--- config.mk ---
export PLATFORM = sky130hd
export DESIGN_NAME = sprite_pattern_loader
export DESIGN_NICKNAME = d
export VERILOG_FILES = /design/src/rtl/sprite_pattern_loader_pkg.sv /design/src/rtl/sprite_write_fifo.sv /design/src/rtl/sprite_pattern_loader.sv
export SDC_FILE = /design/constraint.sdc
export NUM_CORES = 1
export LEC_CHECK = 0
export CORE_ASPECT_RATIO = 0.9
export CORE_MARGIN = 1.5
export CORE_UTILIZATION = 53
export DETAILED_ROUTE_END_ITERATION = 6
export PLACE_DENSITY = 0.85
export SYNTH_ARGS = -nofsm -noshare
export SYNTH_HDL_FRONTEND = slang
export SYNTH_SLANG_ARGS = --single-unit
--- constraint.sdc ---
create_clock -name clk -period 1.8 [get_ports clk]
set_input_delay 0.18 -clock clk [delete_from_list [all_inputs] [get_ports clk]]
set_output_delay 0.18 -clock clk [all_outputs]
set_load 0.1 [all_outputs]
--- src/rtl/sprite_pattern_loader_pkg.sv ---
// Shared constants and types for the sprite pattern write path.
// Addresses are {sprite_index, y[3:0], x[3:0]}, so one pattern holds 256 pixels.
package sprite_pattern_loader_pkg;

  localparam int SPRITE_DIM      = 16;
  localparam int SPRITE_PIX_BITS = 8;

  localparam logic [SPRITE_PIX_BITS-1:0] LAST_PIXEL = 8'd255;

  typedef enum logic {
    ST_IDLE = 1'b0,
    ST_LOAD = 1'b1
  } state_t;

  function automatic logic is_last_pixel(input logic [SPRITE_PIX_BITS-1:0] count);
    return (count == LAST_PIXEL);
  endfunction

endpackage

--- src/rtl/sprite_write_fifo.sv ---
// Synchronous write buffer between the command side and the pattern RAM port.
// Pointers carry one extra wrap bit so full and empty can be told apart.
module sprite_write_fifo #(
  parameter int WIDTH = 8,
  parameter int DEPTH = 4
) (
  input  logic             clk,
  input  logic             reset_n,
  input  logic             push,
  input  logic             pop,
  input  logic [WIDTH-1:0] wdata,
  output logic [WIDTH-1:0] rdata,
  output logic             full,
  output logic             empty
);

  localparam int AW = $clog2(DEPTH);

  logic [WIDTH-1:0] mem [DEPTH];
  logic [AW:0]      wr_ptr;
  logic [AW:0]      rd_ptr;
  logic             do_push;
  logic             do_pop;

  assign do_push = push & ~full;
  assign do_pop  = pop & ~empty;
  assign empty   = (wr_ptr == rd_ptr);
  assign full    = (wr_ptr[AW] != rd_ptr[AW]) && (wr_ptr[AW-1:0] == rd_ptr[AW-1:0]);
  assign rdata   = mem[rd_ptr[AW-1:0]];

  // Storage and pointer update
  always_ff @(posedge clk or negedge reset_n) begin
    if (!reset_n) begin
      wr_ptr <= '0;
      rd_ptr <= '0;
      for (int i = 0; i < DEPTH; i++) begin
        mem[i] <= '0;
      end
    end else begin
      if (do_push) begin
        mem[wr_ptr[AW-1:0]] <= wdata;
        wr_ptr              <= wr_ptr + 1'b1;
      end
      if (do_pop) begin
        rd_ptr <= rd_ptr + 1'b1;
      end
    end
  end

endmodule

--- src/rtl/sprite_pattern_loader.sv ---
// Write side of the sprite pattern RAM: raster-order address generation from a pixel
// stream, buffered so RAM writes only happen while vblank is high.
module sprite_pattern_loader
  import sprite_pattern_loader_pkg::*;
#(
  parameter int NUM_SPRITES = 8,
  parameter int PIXEL_BITS  = 4,
  parameter int FIFO_DEPTH  = 4
) (
  input  logic                                     clk,
  input  logic                                     reset_n,
  input  logic                                     cmd_valid,
  input  logic                                     cmd_start,
  input  logic [7:0]                               cmd_data,
  output logic                                     cmd_ready,
  input  logic                                     vblank,
  output logic                                     pat_we,
  output logic [$clog2(NUM_SPRITES)+SPRITE_PIX_BITS-1:0] pat_addr,
  output logic [PIXEL_BITS-1:0]                    pat_wdata,
  output logic                                     busy,
  output logic                                     done,
  output logic                                     error
);

  localparam int SIDX = $clog2(NUM_SPRITES);
  localparam int AW   = SIDX + SPRITE_PIX_BITS;
  localparam int EW   = AW + PIXEL_BITS + 1;
  localparam logic [7:0] NUM_SPRITES_B = 8'(NUM_SPRITES);

  state_t                     state, state_nx;
  logic [SIDX-1:0]            idx, idx_nx;
  logic [SPRITE_PIX_BITS-1:0] count, count_nx;
  logic                       accept;
  logic                       start_ok;
  logic                       push;
  logic                       pop;
  logic                       err_nx;
  logic                       fifo_full;
  logic                       fifo_empty;
  logic [EW-1:0]              push_entry;
  logic [EW-1:0]              pop_entry;

  assign cmd_ready  = ~fifo_full;
  assign accept     = cmd_valid & cmd_ready;
  assign start_ok   = (cmd_data < NUM_SPRITES_B);
  assign pop        = ~fifo_empty & vblank;
  // Entry layout: {address, pixel, last}
  assign push_entry = {idx, count, cmd_data[PIXEL_BITS-1:0], is_last_pixel(count)};
  assign busy       = (state == ST_LOAD) | ~fifo_empty | pat_we;

  sprite_write_fifo #(
    .WIDTH (EW),
    .DEPTH (FIFO_DEPTH)
  ) u_fifo (
    .clk     (clk),
    .reset_n (reset_n),
    .push    (push),
    .pop     (pop),
    .wdata   (push_entry),
    .rdata   (pop_entry),
    .full    (fifo_full),
    .empty   (fifo_empty)
  );

  // Command decode: pattern FSM, pixel counter and protocol error detection
  always_comb begin
    state_nx = state;
    idx_nx   = idx;
    count_nx = count;
    push     = 1'b0;
    err_nx   = 1'b0;
    if (accept && cmd_start) begin
      // A start during a load aborts it; the new index is still honoured if legal
      err_nx = (state == ST_LOAD) || !start_ok;
      if (start_ok) begin
        state_nx = ST_LOAD;
        idx_nx   = cmd_data[SIDX-1:0];
        count_nx = 8'd0;
      end else begin
        state_nx = ST_IDLE;
      end
    end else if (accept) begin
      case (state)
        ST_LOAD: begin
          push = 1'b1;
          if (is_last_pixel(count)) begin
            state_nx = ST_IDLE;
          end else begin
            state_nx = ST_LOAD;
            count_nx = count + 8'd1;
          end
        end
        ST_IDLE: err_nx = 1'b1;
        default: state_nx = ST_IDLE;
      endcase
    end else begin
      state_nx = state;
    end
  end

  // Pattern state registers
  always_ff @(posedge clk or negedge reset_n) begin
    if (!reset_n) begin
      state <= ST_IDLE;
      idx   <= '0;
      count <= 8'd0;
    end else begin
      state <= state_nx;
      idx   <= idx_nx;
      count <= count_nx;
    end
  end

  // RAM-side output registers; address and data hold between writes
  always_ff @(posedge clk or negedge reset_n) begin
    if (!reset_n) begin
      pat_we    <= 1'b0;
      pat_addr  <= '0;
      pat_wdata <= '0;
      done      <= 1'b0;
      error     <= 1'b0;
    end else begin
      pat_we <= pop;
      done   <= pop & pop_entry[0];
      error  <= err_nx;
      if (pop) begin
        pat_addr  <= pop_entry[EW-1 -: AW];
        pat_wdata <= pop_entry[PIXEL_BITS:1];
      end else begin
        pat_addr  <= pat_addr;
        pat_wdata <= pat_wdata;
      end
    end
  end

endmodule
==> run summary <==
sequential-to-total area share from yosys stat: 55.1%
die width: 101 µm
unrepaired setup endpoints after global routing: yes
initial antenna violation count: 0
DRC: 0
Lkg Pwr: 2.80 nW
fin crit period: 1820 ps
Area after DPL: 5130 µm²
CTS sink cnt: 100
WHS: 403 ps
final net count: 365
worst ir drop on vdd: 0.000849 V
routed wl met3: 281 µm
crit path capture type: primary output
routed wire length per instance: 19.6 µm
EDFF count, synth: 0
worst min path class: primary input to async pin
synth warn: 0
TritonCTS clock tree: done
row count: 31
Synth area leader: dfrtp_1
main area contributors after synthesis: dfrtp_1 55%, mux2_2 18%, mux4_2 7.9%, mux2_4 3.3%, ha_1 1.7%
Max Cap Viol: 0
ys async rst share: 100%
first-pass GRT wire length: 14200 µm
CTS H-tree lvls: 3
root buf cell: clkbuf_8
Critical Path Start Type: flop
Final Worst Setup Slack: -24.7 ps
fillers: 533
area of the core: 8180 µm²
Area growth syn-to-layout: 22.5%
DIE HEIGHT: 90.8 µm
grt ovf: 0
Inserted Diodes: 0
Port Buffers: 32
most frequent cell after synthesis: dfrtp_1
period utilisation layout: 101%
layout cell share with drive strength beyond 1: 51.6%
Slew Limit Headroom: 64.6%
Clock Pin Slew Worst Setup and Hold Paths: 100 ps
clock tree buffer depth: 2
Max Clock Freq: 548 MHz
crit-path cells: buf_4 -> xnor2_4 -> nand4_1 -> buf_12
#FFs+latches synth: 100
CP Max Fanout: 4
Core Util, Final: 68.0%
Slew Limit Fails: 0
Crit path required time: 1620 ps
via count: 2608
vias per std cell: 5.60
total CTS buffers: 9
failing checks: setup timing
Distinct cells, synth: 50
WL final: 9140 µm
commonest cells in the synthesized netlist: 100 x dfrtp_1, 71 x mux2_2, 16 x mux4_2
number of routed nets with antenna violations: 0
vias in the first global route: 2728
Final Hold Viols: 0
Post-Route Skew: 11.7 ps
DR top layer: met4
power per standard cell area: 1300 nW/µm²
status: complete, but fails checks
WL met2: 4530 µm
initial drt markers: 133
WP data arrival: 1640 ps
Primary FF master, synth: dfrtp_1
WL met1: 4240 µm
initial core utilization: 55.5%
CP max stage delay: 460 ps
CP bufs+invs: 2
Setup-failing EPs final: 10
gr usage total: 20.8%
die area: 9130 µm²
design area: 5570 µm²
Synth Cell Area: 4540 µm²
clk_lat worst skew: 370 ps
Post-Syn Area per Cell: 15.7 µm²
Worst path top cell family by delay: flip-flops
Yosys top cell area share: 55.1%
placed wire-length estimate: 5440 µm
CP max stage cell: dfrtp_2
drt pass-1 iters: 4
GP Congestion: 0.788
Post-Syn Nets: 308
Synth Instances: 289
# IOs: 33
pin count of the biggest net entering global routing: 101
WS Path Type: flop to primary output
worst-margin pin slew: 531 ps
## sequential cells by signal, indices dropped and copies added (netlist names)
name,cells
u_fifo.rd_ptr,3
u_fifo.wr_ptr,3
pat_wdata,4
done,1
u_fifo.mem,64
count,8
error,1
pat_addr,11
idx,3
state,1
pat_we,1
## path summary, 6_finish.rpt
path | start | to | slack, ps | cells past startpoint
worst min-delay path | reset_n | u_fifo.mem[37] | 400 | 3
min in group clk | u_fifo.mem[20] | u_fifo.mem[20] | 500 | 1
worst min register to register | u_fifo.mem[20] | u_fifo.mem[20] | 500 | 1
worst max-delay path | u_fifo.wr_ptr[0] | busy | -20 | 4
max in group asynchronous | reset_n | u_fifo.rd_ptr[0] | 960 | 3
worst max register to register | u_fifo.wr_ptr[1] | u_fifo.mem[51] | -10 | 4
## area by class of cell
cell class / count / area, µm² / share of cell area (%)
multi-input cells: 169 / 2090 / 37.6
well taps: 115 / 144 / 2.59
clock buffers: 11 / 151 / 2.72
clock inverters: 5 / 81.3 / 1.46
flip-flops and latches: 100 / 2510 / 45.0
inverters: 3 / 11.3 / 0.202
repair buffers: 63 / 578 / 10.4
## layer usage
| metal | vias up | track usage [%] |
|---|---|---|
| met4 | 0 | 5.75 |
| li1 | 1167 | - |
| met3 | 12 | 5.96 |
| met2 | 43 | 33.5 |
| met1 | 1386 | 27.5 |
| met5 | - | 0 |
## timing repair
action,in CTS,in global routing
setup endpoints to repair,65,59
hold buffers,1,0
pin swaps,1,4
hold endpoints to repair,100,0
gates resized for setup,8,14
buffers inserted,0,8
## power breakdown
part | internal [mW] | total [mW] | leakage, nW | switching (mW)
registers | 2.49 | 2.68 | 1.36 | 0.197
logic | 1.28 | 2.92 | 1.32 | 1.64
clock network | 0.862 | 1.64 | 0.116 | 0.778
total | 4.63 | 7.24 | 2.80 | 2.61
## cell families (layout without fill, tap and decap cells)
logic type / Yosys count / in the layout / synth area share (%)
muxes: 101 / 101 / 29.8
DFF: 100 / 100 / 55.1
and+or+nand+nor: 27 / 27 / 3.83
AOI/OAI and AO/OA: 25 / 25 / 4.16
buffers and inverters: 20 / 82 / 2.95
xor gates and xnor gates: 10 / 10 / 2.51
adders and majority gates: 6 / 6 / 1.65
## worst reg2reg max path, stage by stage, from the launching register on
cell     delay [ps]
dfrtp_1         430
xor2_2          200
o311a_4         480
nand2_8         230
mux2_2          370
## metrics by stage
stage | worst slack, ps | std cells | TNS (ps) | power (mW)
after global placement | -127 | 441 | -4040 | 5.14
after floorplan | -125 | 289 | -1110 | 4.50
after global routing | -57.2 | 466 | -1110 | 7.50
after CTS | -72.7 | 458 | -1620 | 6.95
final | -24.7 | 466 | -86.3 | 7.24
after detailed placement | -140 | 441 | -5640 | 5.21
## cells in the final DEF (no fill, tap or decap), types with 2 or more instances in the layout
cell type	Yosys	final
a31oi_1	2	2
nor2_1	4	4
nand2_8	1	4
inv_1	3	3
clkbuf_8	0	11
nand3_1	2	2
bufinv_16	0	2
xor2_1	3	3
xnor2_4	0	2
mux4_2	16	16
buf_4	2	45
a21oi_1	7	7
clkdlybuf4s50_1	0	11
and3_1	3	3
dfrtp_1	100	97
mux2_4	10	36
mux2_2	71	45
mux2_1	3	3
xnor2_1	5	2
nand4_1	3	3
dfrtp_2	0	3
nand2_1	2	2
ha_1	6	6
o21a_1	4	4
buf_12	1	6
and2_1	2	2
Note: power is estimated with default switching activity, not from simulation.
